==> src/rtl/timer_counter_pkg.sv <==
// Shared register map, CTRL field positions, mode codes and FSM encoding
// for the memory-mapped countdown timer.
package timer_counter_pkg;

    localparam logic [1:0] CTRL_OFS   = 2'd0;
    localparam logic [1:0] PRESET_OFS = 2'd1;
    localparam logic [1:0] COUNT_OFS  = 2'd2;

    localparam int CTRL_W   = 4;
    localparam int EN_BIT   = 0;
    localparam int MODE_LSB = 1;
    localparam int MODE_MSB = 2;
    localparam int IM_BIT   = 3;

    localparam logic [1:0] MODE_ONESHOT = 2'b00;
    localparam logic [1:0] MODE_RELOAD  = 2'b01;

    localparam logic [1:0] IDLE = 2'd0;
    localparam logic [1:0] LOAD = 2'd1;
    localparam logic [1:0] CNT  = 2'd2;
    localparam logic [1:0] INT  = 2'd3;

    // Codes 1x fall back to one-shot, so only the exact reload code reloads.
    function automatic logic is_reload(input logic [1:0] mode);
        return mode == MODE_RELOAD;
    endfunction

endpackage

==> src/rtl/timer_counter.sv <==
// Countdown timer with CTRL/PRESET/COUNT registers on a word bus; expiry
// sets a sticky flag that drives irq when the interrupt mask bit allows it.
module timer_counter
    import timer_counter_pkg::*;
#(
    parameter int WIDTH = 32
) (
    input  logic             clk,
    input  logic             reset,
    input  logic [1:0]       addr,
    input  logic             we,
    input  logic [WIDTH-1:0] din,
    output logic [WIDTH-1:0] dout,
    output logic             irq
);

    logic [1:0]        state_q,  state_d;
    logic [CTRL_W-1:0] ctrl_q,   ctrl_d;
    logic [WIDTH-1:0]  preset_q, preset_d;
    logic [WIDTH-1:0]  count_q,  count_d;
    logic              flag_q,   flag_d;
    logic              en;

    assign en = ctrl_q[EN_BIT];

    always_comb begin
        // NOTE: every output gets a default first so no path leaves a value unassigned, which would infer a latch.
        state_d  = state_q;
        ctrl_d   = ctrl_q;
        preset_d = preset_q;
        count_d  = count_q;
        flag_d   = flag_q;

        case (state_q)
            IDLE: begin
                if (en) state_d = LOAD;
            end
            LOAD: begin
                count_d = preset_q;
                state_d = CNT;
            end
            CNT: begin
                if (!en) begin
                    state_d = IDLE;
                end else if (count_q <= WIDTH'(1)) begin
                    count_d = '0;
                    flag_d  = 1'b1;
                    state_d = INT;
                end else begin
                    count_d = count_q - WIDTH'(1);
                end
            end
            INT: begin
                state_d = IDLE;
                if (is_reload(ctrl_q[MODE_MSB:MODE_LSB])) flag_d = 1'b0;
                else                                      ctrl_d[EN_BIT] = 1'b0;
            end
            default: state_d = IDLE;
        endcase

        // Bus writes come last so they override any FSM update of EN or the flag.
        if (we) begin
            case (addr)
                CTRL_OFS: begin
                    ctrl_d = din[CTRL_W-1:0];
                    flag_d = 1'b0;
                end
                PRESET_OFS: preset_d = din;
                default: ;
            endcase
        end
    end

    always_ff @(posedge clk or negedge reset) begin
        if (!reset) begin
            state_q  <= IDLE;
            ctrl_q   <= '0;
            preset_q <= '0;
            count_q  <= '0;
            flag_q   <= 1'b0;
        end else begin
            // NOTE: non-blocking assignments make every register update from pre-edge values, avoiding order-dependent races.
            state_q  <= state_d;
            ctrl_q   <= ctrl_d;
            preset_q <= preset_d;
            count_q  <= count_d;
            flag_q   <= flag_d;
        end
    end

    always_comb begin
        dout = '0;
        case (addr)
            CTRL_OFS:   dout = {{(WIDTH-CTRL_W){1'b0}}, ctrl_q};
            PRESET_OFS: dout = preset_q;
            COUNT_OFS:  dout = count_q;
            default:    dout = '0;
        endcase
    end

    assign irq = ctrl_q[IM_BIT] & flag_q;

endmodule

==> config.mk <==
export PLATFORM = sky130hd
export DESIGN_NAME = timer_counter
export DESIGN_NICKNAME = d
export VERILOG_FILES = /design/src/rtl/timer_counter_pkg.sv /design/src/rtl/timer_counter.sv
export SDC_FILE = /design/constraint.sdc
export NUM_CORES = 1
export LEC_CHECK = 0
export CORE_MARGIN = 2
export CORE_UTILIZATION = 53
export CTS_CLUSTER_DIAMETER = 60
export CTS_CLUSTER_SIZE = 10
export DETAILED_ROUTE_END_ITERATION = 10
export GPL_ROUTABILITY_DRIVEN = 0
export PLACE_DENSITY_LB_ADDON = 0.05
export REMOVE_ABC_BUFFERS = 1
export SLEW_MARGIN = 20
export SYNTH_ARGS = -nofsm -noshare
export SYNTH_HDL_FRONTEND = slang
export SYNTH_SLANG_ARGS = --single-unit
export TNS_END_PERCENT = 5
==> constraint.sdc <==
create_clock -name clk -period 2.8 [get_ports clk]
set_input_delay 0.56 -clock clk [delete_from_list [all_inputs] [get_ports clk]]
set_output_delay 0.56 -clock clk [all_outputs]
set_load 0.005 [all_outputs]
==> results.md, run 1 <==
- Status: finished, final reports clean
- Post-route DRC: 0
- Vias/cell: 6.39
- Worst path buffer plus inverter count: 3
- Area grow syn2layout: 28.5%
- Final nets: 518
- Distinct cells, synth: 53
- Gr ovfl total: 0
- CTS Buffer Depth: 2
- Row count: 31
- Crit path from: addr[0]
- Dpl cells: 567
- 1st-pass router iterations: 5
- Post-synthesis instance total: 395
- FF-to-FF path depth: 6
- Critical path class: in2out
- PortBufs: 69
- Power per standard cell area: 876 nW/um2
- # setup viols final: 0
- Clk_skew: 0.00963 ns
- 1st-iter DRT viols: 259
- M1 wire length: 4680 um
- Commonest non-fill, non-tap cell in the layout: dfrtp_1
- Main flop type after synthesis: dfrtp_1
- Cts repair resizes: 0
- Clock Root Buffer: clkbuf_8
- Die area: 8250 um2
- Most used cell, CP: clkdlybuf4s50_1
- H-tree depth: 3
- Worst Tran Pin Value: 0.527 ns
- Slew Viols, Final: 0
- Hold Fails Final Rpt: 0
- Mapped cell area: 4000 um2
- Share of the synthesized area in the top cell type: 0.444
- Hold buffers post-CTS: 0
- CP peak stage delay: 0.54 ns
- Worst path cell trace: clkdlybuf4s50_1 -> nor2b_2 -> buf_6 -> nand2_1 -> o21ai_0 -> clkdlybuf4s50_1
- # clock sinks: 71
- Routed wl met3: 620 um
- Pin count of the biggest net entering global routing: 29
- Core Region: 7290 um2
- Crit path required time: 2.24 ns
- Sequential fraction of the synthesis area: 0.444
- Stages on worst setup path: 6
- Clk network pwr share: 0.181
- Effective utilization at floorplan: 0.548
- Pint: 2.71 mW
- Number of synthesized flops with an enable pin: 0
- Largest cells by area after synthesis: dfrtp_1 (44%), mux2_2 (9.9%), a22o_1 (6.4%)
- Worst-Skew Late Latency: 0.36 ns
- CP max FO: 17
- Final hold slack: 0.134 ns
- Switching pwr: 1.78 mW
- Critical path launch point type: primary input
- Top-Level Pins: 70
- Max Freq: 364 MHz
- Final Non-Filler Cells: 581
- Vias in the first global route: 3662
- DR top layer: met4
- Combinational share of power: 0.422
- Most frequent cells in the layout: dfrtp_1 (71), clkdlybuf4s50_1 (67), mux2_2 (35)
- Minimum clock period: 2.75 ns
- Routed Antenna Nets: 0
- Die Ht: 90.9 um
- Share of cells above drive strength 1: 0.199
- Area leader, netlist: dfrtp_1
- HP Class: in2async
- CP Data Arrival Time: 2.19 ns
- Crit-path slowest cell: clkdlybuf4s50_1
- Async S/R FF share, synth: 1.00
- Final worst-path cycle share: 0.981
- CP delay by family, top: buffers and inverters
- Die W: 90.9 um
- Clock-pin slew on the worst setup and hold paths: 0.08 ns
- Post-Route WL: 10700 um
- Ys Warns: 0
- Detail Placement HPWL: 7540 um
- Synth Register Bits: 71
- Met2 routed wirelength: 5260 um
- Postcts setup bufs: 0
- Slew HR: 0.647
- Global-route wire length before repair: 18100 um
- Switch share: 0.396
- DR vias: 3715
- Routed WL per cell: 18.5 um
- # diodes: 0
- P_leak: 2.06 nW
- All-Layer GR Usage: 0.272
- VDD IR max: 0.415 mV
- Initial antenna violation count: 0
- CTS tree: built
- RSZ-0062 raised after global routing: true
- Seq pwr share: 0.397
- Synthesized area per cell: 10.1 um2
- CP endpoint kind: output port
- Maxcap violations: 0
- CTS Buf Count: 9
- Start of the worst register-to-register path: count_q[30]$_DFFE_PN0P_
## cells by family (layout without fill, tap and decap cells)
logic type,count (synthesis),after routing,share of synthesized area
AO/OA/AOI/OAI,109,109,0.213
adder cells (fa/ha/maj),2,2,0.00626
buffers and inverters,36,123,0.0397
flip-flops,71,71,0.444
multiplexers,39,39,0.109
AND/OR/NAND/NOR,138,138,0.188
## worst reg2reg max path, cell delays in order (launching register included)
cell       delay, ns
dfrtp_1         0.44
or4_4           0.52
or4_4           0.52
o41a_1          0.46
buf_4           0.26
a32oi_1         0.24
o2bb2ai_1       0.11
## registers in the layout, indices dropped and copies added, names as in the netlist
| register | flops |
|---|---|
| flag_q | 1 |
| preset_q | 32 |
| count_q | 32 |
| state_q | 2 |
| ctrl_q | 4 |
## synth_stat cells, types with 2 or more instances
cell	instances
a21oi_1	13
a221o_1	2
a22o_1	29
a22oi_1	6
a22oi_2	2
a31oi_1	3
a32oi_1	6
and2_1	3
and3_1	6
and4b_1	2
buf_1	4
buf_6	3
clkbuf_1	21
dfrtp_1	71
ha_1	2
inv_1	7
mux2_2	35
mux2i_1	4
nand2_1	32
nand3_1	28
nand3b_1	3
nand4_1	7
nor2_1	14
nor2b_1	5
nor3_1	9
nor3b_1	3
nor4_1	9
o211ai_1	8
o21ai_0	15
o22ai_1	2
o2bb2ai_1	4
o311ai_0	3
o311ai_1	6
o31ai_1	2
or2_2	2
or3_1	3
or4_1	4
or4_4	2
## power by group through the flow
stage | logic [mW] | clock network, mW | registers [mW]
4_1_cts | 1.89 | 0.818 | 1.77
3_5_place_dp | 1.87 | 0 | 1.79
5_1_grt | 2.08 | 0.855 | 1.84
6_report | 1.90 | 0.812 | 1.79
3_3_place_gp | 1.82 | 0 | 1.77
2_1_floorplan | 1.13 | 0 | 1.69
## layer usage
| metal | vias to the layer above | track usage |
|---|---|---|
| met2 | 133 | 0.456 |
| met1 | 1861 | 0.361 |
| li1 | 1700 | - |
| met5 | - | 0 |
| met4 | 0 | 0.0833 |
| met3 | 21 | 0.0509 |
## stage by stage
step                      power (mW)  worst slack (ns)  area (um2)  utilization  TNS [ns]
after floorplan                 2.82            -0.490        3860            -    -15.71
after global placement          3.59            0.0754        4940        0.677         0
after detailed placement        3.66            0.0416        4940        0.677         0
after CTS                       4.48            0.0286        5120        0.703         0
after global routing            4.78           -0.0696        5130        0.704   -0.0932
final                           4.50            0.0545        5130        0.704         0
## final timing paths
kind | end | slack (ns)
worst max-delay path | dout[3] | 0.05
worst max register to register | count_q[6]$_DFFE_PN0P_ | 0.14
max in group asynchronous | preset_q[1]$_DFFE_PN0P_ | 1.94
worst min-delay path | preset_q[25]$_DFFE_PN0P_ | 0.13
worst min register to register | count_q[8]$_DFFE_PN0P_ | 0.51
min in group clk | count_q[8]$_DFFE_PN0P_ | 0.51
## final cells by class
cell class                 instances  area (um2)
clock inverter                     4        47.5
sequential                        71        1780
multi-input combinational        288        2070
inverter                           7        26.3
tap                               99         124
clock buffer                      10         138
fill                             603        2160
timing repair buffer             102         956
(Power assumes the default switching activity.)
==> inputs of run 2 (changes only) <==
--- a/config.mk
+++ b/config.mk
@@ -5,8 +5,10 @@
 export SDC_FILE = /design/constraint.sdc
 export NUM_CORES = 1
 export LEC_CHECK = 0
+export CELL_PAD_IN_SITES_DETAIL_PLACEMENT = 0
+export CELL_PAD_IN_SITES_GLOBAL_PLACEMENT = 1
 export CORE_MARGIN = 2
-export CORE_UTILIZATION = 53
+export CORE_UTILIZATION = 41
 export CTS_CLUSTER_DIAMETER = 60
 export CTS_CLUSTER_SIZE = 10
 export DETAILED_ROUTE_END_ITERATION = 10
==> run 2 against run 1 <==
Sequential power down 2%; via count down 3.0%; first-iteration DRC count down 49%; die area up 28%; critical path type unchanged; maximum frequency about the same; utilization down 16 points; combinational power up 2%; sequential share of layout area down 0.57 points; clock skew up 0.0019 ns; register-to-register slack better by 0.06 ns.
==> results.md, run 2 (synthesis results as in run 1) <==
- Status: finished, final reports clean
- # clock sinks: 71
- Pin count of the biggest net entering global routing: 72
- CP max FO: 7
- Most frequent cells in the layout: dfrtp_1 (71), clkdlybuf4s50_1 (64), mux2_2 (35)
- Final nets: 522
- Seq pwr share: 0.394
- Critical path launch point type: primary input
- CP peak stage delay: 0.52 ns
- # diodes: 0
- Final worst-path cycle share: 0.981
- DR vias: 3603
- Post-Route WL: 11300 um
- P_leak: 2.12 nW
- H-tree depth: 3
- CTS tree: built
- Max Freq: 364 MHz
- Switch share: 0.394
- Commonest non-fill, non-tap cell in the layout: dfrtp_1
- CP Data Arrival Time: 2.19 ns
- CTS Buf Count: 9
- Area grow syn2layout: 30.6%
- Critical path class: in2out
- Clk network pwr share: 0.169
- DR top layer: met4
- Maxcap violations: 0
- Minimum clock period: 2.75 ns
- Vias in the first global route: 3507
- Die area: 10600 um2
- Share of cells above drive strength 1: 0.204
- Initial antenna violation count: 0
- Effective utilization at floorplan: 0.415
- Most used cell, CP: clkdlybuf4s50_1
- Crit-path slowest cell: clkdlybuf4s50_1
- Register Area: 1780 um2
- Multi-input logic area: 2070 um2
- Cell Area, Placed: 5020 um2
- Met2 routed wirelength: 5310 um
- Filler cell count: 927
- Post-route DRC: 0
- Hold Fails Final Rpt: 0
- Worst path buffer plus inverter count: 3
- VDD IR max: 0.488 mV
- Clk_skew: 0.0115 ns
- Routed Antenna Nets: 0
- Core Region: 9640 um2
- Top flop regs: count_q: 32 flops, preset_q: 32 flops, ctrl_q: 4 flops
- Slew HR: 0.660
- Fin area: 5220 um2
- CP endpoint kind: output port
- Clock Root Buffer: clkbuf_8
- Worst Tran Pin Value: 0.505 ns
- Routed wl met3: 593 um
- Vias/cell: 5.83
- Die Ht: 103 um
- Tot Pwr: 4.44 mW
- Worst path cell trace: clkdlybuf4s50_1 -> nor2b_4 -> buf_4 -> a22o_1 -> clkdlybuf4s50_1
- Gr ovfl total: 0
- 1st-pass router iterations: 4
- Routed WL per cell: 18.2 um
- PortBufs: 69
- Detail Placement HPWL: 7860 um
- Top-Level Pins: 70
- Power per standard cell area: 849 nW/um2
- Setup TNS: 0 ns
- All-Layer GR Usage: 0.225
- Row count: 36
- Clock-pin slew on the worst setup and hold paths: 0.07 ns
- CP delay by family, top: buffers and inverters
- Pint: 2.69 mW
- M1 wire length: 5220 um
- CTS Buffer Depth: 2
- Worst-Skew Late Latency: 0.35 ns
- Combinational share of power: 0.436
- 1st-iter DRT viols: 133
- HP Class: in2async
- Die W: 103 um
- Crit path required time: 2.24 ns
- Global-route wire length before repair: 18300 um
- Slew Viols, Final: 0
- Switching pwr: 1.75 mW
- # setup viols final: 0
- Util after Layout: 0.542
- RSZ-0062 raised after global routing: false
[run 2: cell type report]
class,count,share of cell area
clock buffer,12,0.0316
multi-input combinational,288,0.397
sequential,71,0.340
tap,133,0.0319
timing repair buffer,106,0.193
clock inverter,1,0.000959
inverter,7,0.00503
[run 2: worst paths after layout]
path | from | to | slack, ns | cells past startpoint
worst max-delay path | addr[1] | dout[7] | 0.05 | 5
worst min-delay path | reset | preset_q[29]$_DFFE_PN0P_ | 0.24 | 2
worst max register to register | count_q[29]$_DFFE_PN0P_ | count_q[6]$_DFFE_PN0P_ | 0.20 | 6
worst min register to register | preset_q[18]$_DFFE_PN0P_ | count_q[18]$_DFFE_PN0P_ | 0.52 | 2
max in group asynchronous | reset | count_q[3]$_DFFE_PN0P_ | 2.25 | 2
min in group clk | preset_q[18]$_DFFE_PN0P_ | count_q[18]$_DFFE_PN0P_ | 0.52 | 2
[run 2: metal layers]
metal	vias up	track usage
met4	0	0.0668
met3	17	0.0353
met1	1774	0.313
li1	1714	-
met2	98	0.367
met5	-	0
[run 2: stage by stage]
step | cells | hold WS [ns] | setup slack, ns
after floorplan | 366 | 0.264 | -0.490
after global placement | 604 | 0.500 | 0.0529
after detailed placement | 604 | 0.510 | 0.0173
after CTS | 617 | 0.247 | 0.0107
after global routing | 618 | 0.270 | 0.00183
final | 618 | 0.243 | 0.0521
[run 2: what timing repair did]
action | 4_1_cts | 5_1_grt
pin swaps | 0 | 1
setup endpoints to repair | 1 | 33
hold endpoints to repair | 0 | 0
buffers inserted | 0 | 0
gates resized for setup | 2 | 8
hold buffers | 0 | 0
gates cloned | 0 | 1
[run 2: worst register-to-register path, cell delays in order, from the launching register on]
cell and delay, ns:
dfrtp_1 0.38, or4_4 0.57, or4_4 0.53, o41a_1 0.45, buf_4 0.24, a32oi_1 0.22, o2bb2ai_1 0.10
[run 2: power groups by stage]
stage	clock [mW]	sequential, mW	combinational (mW)
after global placement	0	1.76	1.92
after global routing	0.818	1.81	2.17
after CTS	0.775	1.75	1.95
after detailed placement	0	1.76	1.94
final	0.751	1.75	1.94
after floorplan	0	1.69	1.13
==> variant 1, RTL diff (config.mk and constraints of run 1) <==
Register the inputs `addr`, `we` and `din` before use. The logic sees them one clock later.
--- a/src/rtl/timer_counter.sv
+++ b/src/rtl/timer_counter.sv
@@ -13,6 +13,16 @@
     output logic [WIDTH-1:0] dout,
     output logic             irq
 );
+
+    logic [1:0] addr_q;
+    logic we_q;
+    logic [WIDTH-1:0] din_q;
+
+    always_ff @(posedge clk) begin
+        addr_q <= addr;
+        we_q   <= we;
+        din_q  <= din;
+    end
 
     logic [1:0]        state_q,  state_d;
     logic [CTRL_W-1:0] ctrl_q,   ctrl_d;
@@ -59,13 +69,13 @@
         endcase
 
         // Bus writes come last so they override any FSM update of EN or the flag.
-        if (we) begin
-            case (addr)
+        if (we_q) begin
+            case (addr_q)
                 CTRL_OFS: begin
-                    ctrl_d = din[CTRL_W-1:0];
+                    ctrl_d = din_q[CTRL_W-1:0];
                     flag_d = 1'b0;
                 end
-                PRESET_OFS: preset_d = din;
+                PRESET_OFS: preset_d = din_q;
                 default: ;
             endcase
         end
@@ -90,7 +100,7 @@
 
     always_comb begin
         dout = '0;
-        case (addr)
+        case (addr_q)
             CTRL_OFS:   dout = {{(WIDTH-CTRL_W){1'b0}}, ctrl_q};
             PRESET_OFS: dout = preset_q;
             COUNT_OFS:  dout = count_q;
Check against the original RTL: not equivalent (a bounded check fails within 4 cycles, from zero or initial values and one cycle with reset low).
==> variant 1 against run 1 <==
  * Clock skew fell by 0.0017 ns
  * Combinational power is 11% higher
  * Final area is 15% higher
  * Sequential cell count increased by 35
  * Total power is 19% higher
  * Critical path depth is the same
  * Non-clock buffer count is 1 higher
  * Synthesized area is 18% higher
  * Count of clock-buffer cells in the layout is 1 lower
  * Wire length up 10%
  * Clock power is 21% higher
  * Setup slack gained 0.059 ns
  * Via count grew 5.7%
  * Largest power group is now sequential cells
==> variant 1: results (changes against run 1) <==
routed wl met2 5960 µm (was 5260 µm); Leakage Power 2.43 nW (was 2.06 nW); # Max-Cap Violations 0 (unchanged); DR top layer met4 (unchanged); n_diodes 0 (unchanged); arrival time worst endpoint 2.95 ns (was 2.19 ns); top flop regs count_q (32), din_q (32), preset_q (32) (was count_q (32), preset_q (32), ctrl_q (4)); Cell variety after synth 54 (was 53); syn avg cell area 10.7 µm² (was 10.1 µm²); Setup Skew 0.00790 ns (was 0.00963 ns); layout cells sized above 1 0.190 (was 0.199); # nets final 560 (was 518); commonest cells in the netlist dfrtp_1, dfxtp_1, mux2_2, nand2_1, a22o_1 (was dfrtp_1, mux2_2, nand2_1, a22o_1, nand3_1); # fillers 703 (was 603); DP Area 0.00571 mm² (was 0.00494 mm²); gr usage total 0.251 (was 0.272); Layout Cells excl Fill 634 (was 581); pre-CTS WS 0.0941 ns (was 0.0416 ns); register area share after synthesis 0.524 (was 0.444); Vias per Instance 6.19 (was 6.39); Synth area leaders dfrtp_1, dfxtp_1, mux2_2 (was dfrtp_1, mux2_2, a22o_1); 1st-pass router iterations 5 (unchanged); initial antenna violation count 0 (unchanged); largest net degree at the start of global routing 72 (was 29); critical-path maximum fanout 11 (was 17); clock buffer count from CTS 9 (unchanged); clk slew on worst S/H paths 0.10 ns (was 0.08 ns); Hold Path Class in2async (unchanged); Min Hold Slack 0.195 ns (was 0.134 ns); final wirelength 11800 µm (was 10700 µm); period utilization 0.960 (was 0.981); power per standard cell area 906 mW/mm² (was 876 mW/mm²); first-iteration detailed-routing DRC count 227 (was 259); WL met1 4930 µm (was 4680 µm); vias in the first global route 3822 (was 3662); PortBufs 69 (unchanged); Max VDD drop 0.422 mV (was 0.415 mV); placed cells 618 (was 567); HPWL after DPL 7980 µm (was 7540 µm); relative slew slack 0.399 (was 0.647); first-pass GRT wire length 19500 µm (was 18100 µm); asr flop ratio synth 0.670 (was 1.00); status finished, final reports clean (unchanged); met3 routed WL 780 µm (was 620 µm)
==> variant 1: cell count changes after synthesis, moves of 4 or more <==
cell,change
clkbuf_1,+4
a221o_1,+5
o311ai_1,-6
o31ai_1,+4
nand3_1,-13
dfxtp_1,+35
==> variant 1: critical path: stages (launching register included) <==
cell and delay (ns):
dfrtp_1 0.40, or4_4 0.55, or4b_1 0.56, or4_1 0.45
buf_4 0.20, a31o_1 0.21, a22o_1 0.22
==> variant 1: final timing paths <==
kind / startpoint / endpoint / cells after the start
max: count_q[26] / count_q[28] / 6
min: reset / preset_q[1] / 2
max reg2reg: count_q[26] / count_q[28] / 6
min reg2reg: din_q[31] / preset_q[31] / 1
max in group asynchronous: reset / preset_q[20] / 2
min in group clk: din_q[31] / preset_q[31] / 1
==> variant 1: layout make-up <==
cell class,instances,area share
clock buffer,9,0.0209
clock inverter,7,0.0137
inverter,7,0.00443
multi-input combinational,294,0.355
sequential,106,0.418
tap,108,0.0228
timing repair buffer,103,0.165
==> variant 1: timing repair <==
action,in CTS,in global routing
resized for setup,0,2
endpoints found under the setup margin,0,8
hold buffers,0,0
==> variant 1: logic make-up after synthesis <==
family,count (synthesis),share of synthesized area
adders and majority gates,2,0.00529
AOI/OAI and AO/OA,122,0.193
DFF,106,0.524
and+or+nand+nor,128,0.144
muxes,42,0.0982
buffers and inverters,41,0.0349
==> variant 1: power by group <==
part           total, mW  internal, mW  switching, mW
registers           2.28          1.88          0.402
logic               2.10          1.00           1.10
clock network      0.986         0.430          0.556
total               5.37          3.31           2.06
==> variant 1: per-layer routing <==
layer | global-route usage | vias to the layer above
met3 | 0.0525 | 14
met1 | 0.338 | 1942
li1 | - | 1835
met2 | 0.421 | 136
met5 | 0 | -
met4 | 0.0611 | 0
==> variant 2, RTL diff (settings of run 1) <==
Without the edit above. `WIDTH`: 32 -> 36.
--- a/src/rtl/timer_counter.sv
+++ b/src/rtl/timer_counter.sv
@@ -3,7 +3,7 @@
 module timer_counter
     import timer_counter_pkg::*;
 #(
-    parameter int WIDTH = 32
+    parameter int WIDTH = 36
 ) (
     input  logic             clk,
     input  logic             reset,
Ports: changed (resized din and dout); port bits go from 70 to 78. The function was not compared with the original's and may differ.
==> variant 2 against run 1 <==
  * Via count increased by 13%
  * Critical path depth decreased by 1
  * Total power increased by 9.9%
  * Wire length increased by 20%
  * Sequential cell count increased by 8
  * Worst hold slack improved by 0.085 ns
  * Final area increased by 12%
  * First-iteration DRC count increased by 6.6%
  * Register-to-register slack improved by 0.16 ns
  * Setup slack improved by 0.070 ns
  * Non-clock buffer count increased by 3
  * Sequential share of layout area decreased by 0.17 points
  * Synthesized area increased by 12%
  * Largest cell class unchanged
  * Largest power group is now sequential cells
==> variant 2: results (changes against run 1) <==
CP endpoint dout[15] (was dout[3]); final wirelength 12900 µm (was 10700 µm); #MultiIn Comb 326 (was 288); Cell variety after synth 56 (was 53); Max VDD drop 0.395 mV (was 0.415 mV); register area share after synthesis 0.441 (was 0.444); status finished, final reports clean (unchanged); Rows 33 (was 31); first-iteration detailed-routing DRC count 276 (was 259); Synth area leaders dfrtp_1, mux2_2, a22o_1 (unchanged); GR met3 Demand/Resource 0.0650 (was 0.0509); Non-clk bufs 105 (was 102); combinational power share 0.407 (was 0.422); # fillers 663 (was 603); Signal buf overhead 0.186 (about the same); grt met1 use 0.400 (was 0.361); routed wl met2 6060 µm (was 5260 µm); layout cells sized above 1 0.178 (was 0.199); gr usage total 0.301 (was 0.272); critical-path maximum fanout 16 (was 17); DP Area 0.00547 mm² (was 0.00494 mm²); pin slew with the least headroom to its limit 0.748 ns (was 0.527 ns); M2 GR Usage 0.477 (was 0.456); arrival time worst endpoint 2.12 ns (was 2.19 ns); vias in the first global route 4101 (was 3662); register area 0.00198 mm² (was 0.00178 mm²); met3 routed WL 1060 µm (was 620 µm); number of flip-flops and latches 79 (was 71); slowest stage delay, CP 0.49 ns (was 0.54 ns); first-pass GRT wire length 21000 µm (was 18100 µm); Setup Skew 0.0109 ns (was 0.00963 ns); syn avg cell area 10.1 µm² (about the same); WL met1 5530 µm (was 4680 µm); PortBufs 77 (was 69); placed cells 620 (was 567); r2r setup slk 0.30 ns (was 0.14 ns); multi-input gate share of total cell area 0.408 (was 0.403); Seq area share 0.344 (was 0.346); clkbuf count 12 (was 10); Critical Path Source addr[1] (was addr[0]); Leakage Power 2.33 nW (was 2.06 nW); top flop regs count_q (36), preset_q (36), ctrl_q (4) (was count_q (32), preset_q (32), ctrl_q (4)); RR Endpoint count_q[18] (was count_q[6]); # nets final 571 (was 518)
## variant 2: worst min-delay path by stage
stage / start / endpoint / slack (ns) / depth (start not counted)
5_1_grt: reset / preset_q[28] / 0.28 / 1
3_5_place_dp: preset_q[30] / count_q[30] / 0.49 / 2
4_1_cts: reset / preset_q[28] / 0.41 / 1
3_3_place_gp: preset_q[19] / count_q[19] / 0.50 / 2
6_report: reset / preset_q[28] / 0.22 / 1
2_1_floorplan: reset / count_q[0] / 0.26 / 0
## variant 2: what timing repair did
item / 4_1_cts / 5_1_grt
setup endpoints to repair: 9 / 0
setup buffers: 0 / 0
resized for setup: 4 / 0
## variant 2: kinds of logic (layout without fill, tap and decap cells)
kind of cell	Yosys count	count (layout)	share of synthesized area
buf+inv	39	128	0.0415
mux	43	43	0.107
fa+ha+maj	2	2	0.00558
flops	79	79	0.441
simple gates	158	158	0.204
compound gates	123	123	0.201
